### src/rtl/lvds_tx_framer.sv
// Frames parallel words into start/data/parity/stop serial bits and drives a
// TLVDS_TBUF data input plus its active-low output enable.
module lvds_tx_framer #(
  parameter int CLKS_PER_BIT  = 27,
  parameter int DATA_BITS     = 8,
  parameter int GUARD_BITS    = 1,
  parameter int PARITY        = 0,
  parameter int IDLE_TRISTATE = 1
) (
  input  logic                 clk,
  input  logic                 rst,
  input  logic                 enable,
  input  logic [DATA_BITS-1:0] tx_data,
  input  logic                 tx_valid,
  output logic                 tx_ready,
  output logic                 tbuf_i,
  output logic                 tbuf_oen,
  output logic                 busy
);
  localparam int CW = $clog2(CLKS_PER_BIT);
  localparam int IW = $clog2(DATA_BITS + 1);

  typedef enum logic [2:0] {IDLE, GUARD, START, DATA, PAR, STOP} state_t;

  state_t               state, state_nx;
  logic [CW-1:0]        bit_cnt;
  logic [IW-1:0]        bit_idx;
  logic [DATA_BITS-1:0] shreg;
  logic                 par_bit;
  logic                 rst_q;
  logic                 bit_last;
  logic                 xfer;
  logic                 ti_nx;

  assign bit_last = (bit_cnt == CW'(CLKS_PER_BIT - 1));
  // rst_q keeps the handshake closed for the first cycle after reset release
  assign tx_ready = enable & ~rst & ~rst_q &
                    ((state == IDLE) | ((state == STOP) & bit_last));
  assign xfer     = tx_valid & tx_ready;

  always_comb begin
    state_nx = state;
    case (state)
      IDLE:  if (xfer) state_nx = (GUARD_BITS != 0) ? GUARD : START;
      GUARD: if (bit_last && bit_idx == IW'(GUARD_BITS - 1)) state_nx = START;
      START: if (bit_last) state_nx = DATA;
      DATA:  if (bit_last && bit_idx == IW'(DATA_BITS - 1))
               state_nx = (PARITY != 0) ? PAR : STOP;
      PAR:   if (bit_last) state_nx = STOP;
      STOP:  if (bit_last) state_nx = xfer ? START : IDLE;
      default: state_nx = IDLE;
    endcase
  end

  // Next serial bit; inside DATA the shift happens on the same edge, so peek shreg[1]
  always_comb begin
    ti_nx = 1'b1;
    case (state_nx)
      START: ti_nx = 1'b0;
      DATA:  ti_nx = (state == DATA && bit_last) ? shreg[1] : shreg[0];
      PAR:   ti_nx = par_bit;
      default: ti_nx = 1'b1;
    endcase
  end

  always_ff @(posedge clk) begin
    if (rst) begin
      state    <= IDLE;
      bit_cnt  <= '0;
      bit_idx  <= '0;
      shreg    <= '0;
      par_bit  <= 1'b0;
      rst_q    <= 1'b1;
      tbuf_i   <= 1'b1;
      tbuf_oen <= 1'b1;
      busy     <= 1'b0;
    end else begin
      rst_q   <= 1'b0;
      state   <= state_nx;
      bit_cnt <= (state == IDLE || bit_last) ? '0 : bit_cnt + 1'b1;
      if (state_nx != state)
        bit_idx <= '0;
      else if (bit_last && (state == GUARD || state == DATA))
        bit_idx <= bit_idx + 1'b1;
      if (xfer) begin
        shreg   <= tx_data;
        par_bit <= (^tx_data) ^ (PARITY == 2);
      end else if (state == DATA && bit_last) begin
        shreg <= shreg >> 1;
      end
      tbuf_i   <= ti_nx;
      tbuf_oen <= (state_nx == IDLE) ? (IDLE_TRISTATE != 0) : 1'b0;
      busy     <= (state_nx != IDLE);
    end
  end
endmodule

### config.mk
export PLATFORM = sky130hd
export DESIGN_NAME = lvds_tx_framer
export DESIGN_NICKNAME = d
export VERILOG_FILES = /design/src/rtl/lvds_tx_framer.sv
export SDC_FILE = /design/constraint.sdc
export NUM_CORES = 1
export LEC_CHECK = 0
export BUFFER_PORTS_ARGS = -buffer_cell sky130_fd_sc_hd__buf_4
export CAP_MARGIN = 10
export CORE_MARGIN = 4
export CORE_UTILIZATION = 40
export CTS_BUF_LIST = sky130_fd_sc_hd__clkbuf_8
export DETAILED_ROUTE_END_ITERATION = 7
export HOLD_SLACK_MARGIN = 0.02
export PLACE_DENSITY = 0.71
export SLEW_MARGIN = 20
export SYNTH_ARGS = -nofsm -noshare
export SYNTH_HDL_FRONTEND = slang
export SYNTH_SLANG_ARGS = --single-unit
### constraint.sdc
create_clock -name clk -period 1.9 [get_ports clk]
set_input_delay 0.095 -clock clk [delete_from_list [all_inputs] [get_ports clk]]
set_output_delay 0.095 -clock clk [all_outputs]
set_load 0.05 [all_outputs]
==> impl_metrics.toml <==
[yosys]
synth.distinct_cells = 37
yosys-top-cells-area = "dfxtp_1, nor2_1, xnor2_1"
synth_compound_area_share_pct = 18.6
postSynthCellCount = 136
synthXorXnorAreaFrac_pct = 9.93
yosysTopAreaCell = "dfxtp_1"
synth_mux_area_share_pct = 2.43
synth-async-reset-ratio_pct = 0
ys_ff_latch = 25
synth_top_area_share_pct = 40.5
netlist_area_mm2 = 0.00123
syn_area_per_cell_um2 = 9.08
yosys_warnings = 0
syn_nets = 152
synth-adder-area-share_pct = 4.05
synth_edf_count = 0
ys_seq_area_share_pct = 40.5
synth_top_family_by_area = "simple AND/OR/NAND/NOR gates"
synth_ff_type = "dfxtp_1"
synth-simple-area-share_pct = 20.8

[clock_network]
cts.root.buffer_cell = "clkbuf_8"
cts_sinks = 25
hold_buffers = 0
cts_tree = "yes"
cts_buffers = 3
clock_path_buffers = 2
clock_latency_ns = 0.27
htree_levels = 1
clk_pin_slew_ns = 0.08

[global_routing]
grt_usage_pct = 13.3
grt-ovfl-total = 0
grt_pass1_vias = 985
antenna_found_initial = 0
grt_pass1_wl_um = 4380
grt_max_degree = 20

[timing]
fmax_mhz = 543
rsz0062_at_grt = "yes"
slew_viol_final = 0
period_minus_slack_ns = 1.84
finalSetupViolCount = 0
hold_violations = 0
tns_ns = 0
slew_headroom_pct = 65.6
skew_ns = 0.00402
worst_pin_slew_ns = 0.508
period_share_pct = 96.9

[final_layout]
drive_gt1_share_pct = 30.2
area_delta_synth_final_pct = 29.2
post-route-util_pct = 55.9
fill_cells = 261
final_net_count = 186
diodes = 0

[detailed_routing]
wl_met2_um = 1300
route.detailed.drc = 0
drtIter0Drc = 38
dr.pass1.iters = 4
wirelength_um = 2740
dr_total_vias = 1089
wire_per_inst_um = 13.7
drtAntennaViolNets = 0
drt-met1-wl_um = 1270
via_per_inst = 5.45
met3_wirelength_um = 119
maxUsedRoutingLayer = "met4"

[power]
ir_drop_uv = 500
total_power_mw = 0.959
p_leak_nw = 0.595
pwr_density_cell_mw_per_mm2 = 601

[setup_path]
critical_path_arrival_ns = 2.01
crit_path_start_kind = "flip-flop"
crit_type = "reg -> reg"
endpoint_kind = "flip-flop"
cp_data_required_time_ns = 2.07
crit_chain = "inv_2, ha_4, nand4b_1, buf_4, buf_4, nor4_1, nor2_1, a31o_2"
slowest_delay_ns = 0.34
crit_buf_inv = 3
path_max_fanout = 4
crit_family = "simple AND/OR/NAND/NOR gates"
worst_path_most_repeated_cell = "buf_4"
cp_slowest_cell = "dfxtp_2"

[placement]
gp_congestion = 0.948
port_buffers = 15
place_hpwl_um = 1940

[die]
coreArea_mm2 = 0.00285
die_w_um = 63.6
start_util_pct = 43.3
die_h_um = 63.6
ioPinCount = 16
rows = 19
die_area_mm2 = 0.00404

[worst_hold_path]
min_path_type = "in -> reg"

[run_status]
status = "complete, no violations"

[job]
cap_violations = 0
==> registers in the layout (all words and copies together) (netlist names) <==
name,flops
bit_idx,4
busy,1
shreg,8
tbuf_oen,1
tbuf_i,1
par_bit,1
rst_q,1
bit_cnt,5
state,3
==> cells by family (layout without fill, tap and decap cells) <==
family	count (synthesis)	after routing
DFF	25	25
and+or+nand+nor	49	49
muxes	3	3
xor gates and xnor gates	14	14
AOI/OAI and AO/OA	31	31
adders and majority gates	4	4
buffers and inverters	10	43
==> worst register-to-register path: cells and delay by family, from the launching register on <==
family / cells / cell delay (ns)
and+or+nand+nor: 3 / 0.63
AOI/OAI and AO/OA: 1 / 0.26
DFF: 1 / 0.34
adders and majority gates: 1 / 0.13
buffers and inverters: 3 / 0.40
==> per-stage QoR <==
step / setup WS (ns) / cells / hold WS [ns] / instance area [µm²]
after floorplan: -0.0208 / 136 / 0.123 / 1240
after global placement: 0.0325 / 189 / 0.370 / 1450
after CTS: 0.0527 / 195 / 0.0908 / 1510
after global routing: -0.0445 / 200 / 0.106 / 1600
after detailed placement: 0.0111 / 189 / 0.379 / 1450
final: 0.0588 / 200 / 0.0915 / 1600
==> synthesized netlist by cell type (2+ instances only) <==
| cell type | instances |
|---|---|
| xor2_1 | 5 |
| nand2_1 | 7 |
| a21oi_1 | 11 |
| ha_1 | 4 |
| a31o_2 | 2 |
| dfxtp_1 | 25 |
| nand3_1 | 2 |
| clkbuf_1 | 2 |
| a22oi_1 | 5 |
| nor3_1 | 5 |
| nand3b_1 | 2 |
| a211oi_1 | 3 |
| nor2_1 | 21 |
| inv_1 | 6 |
| mux2i_1 | 3 |
| o211ai_1 | 2 |
| xnor2_1 | 9 |
| nand2b_1 | 3 |
==> what timing repair did <==
action | 4_1_cts | 5_1_grt
setup buffers | 2 | 4
endpoints found under the setup margin | 8 | 16
gates cloned | 0 | 1
resized for setup | 1 | 13
pin swaps | 0 | 6
==> layout make-up <==
type	instances	area [µm²]	area share (%)
Clock buffer	3	41.3	2.59
Clock inverter	1	3.75	0.235
Inverter	7	30.0	1.88
Multi-Input combinational cell	101	734	46.0
Sequential cell	25	503	31.5
Tap cell	31	38.8	2.43
Timing Repair Buffer	32	244	15.3
==> routing by layer <==
layer	vias to the layer above	global-route usage, %
met3	4	3.73
met1	513	17.6
met5	-	0
met4	0	3.23
met2	21	21.1
li1	551	-
==> path summary, 6_finish.rpt <==
check                             start               endpoint  slack, ns  cells after the start
setup / recovery  bit_cnt[0]$_SDFF_PP0_    tbuf_oen$_SDFF_PP1_       0.06                      8
hold / removal               tx_data[7]  shreg[7]$_SDFFE_PP0P_       0.09                      3
setup reg to reg  bit_cnt[0]$_SDFF_PP0_    tbuf_oen$_SDFF_PP1_       0.06                      8
hold reg to reg   bit_cnt[0]$_SDFF_PP0_  bit_cnt[0]$_SDFF_PP0_       0.43                      1
==> cell usage in the layout (no fill, tap or decap), types with 2 or more instances in the layout <==
cell type,Yosys,final
nor2_1,21,21
inv_1,6,6
dfxtp_2,0,2
nor3_1,5,3
nand2_1,7,7
a22oi_1,5,4
buf_4,0,31
clkbuf_8,0,3
nand3b_1,2,2
a211oi_1,3,3
a31o_2,2,2
ha_1,4,3
a21oi_1,11,11
nand3_1,2,2
xnor2_1,9,9
dfxtp_1,25,23
xor2_1,5,5
o211ai_1,2,2
mux2i_1,3,3
nand2b_1,3,3
nor3_2,0,2
==> report_power, final <==
group	internal, mW	switching (mW)	total (mW)	leakage [nW]
logic	0.0562	0.0562	0.112	0.365
clock network	0.145	0.164	0.308	0.0269
registers	0.532	0.00579	0.538	0.203
total	0.733	0.226	0.959	0.595
(Power assumes the default switching activity.)
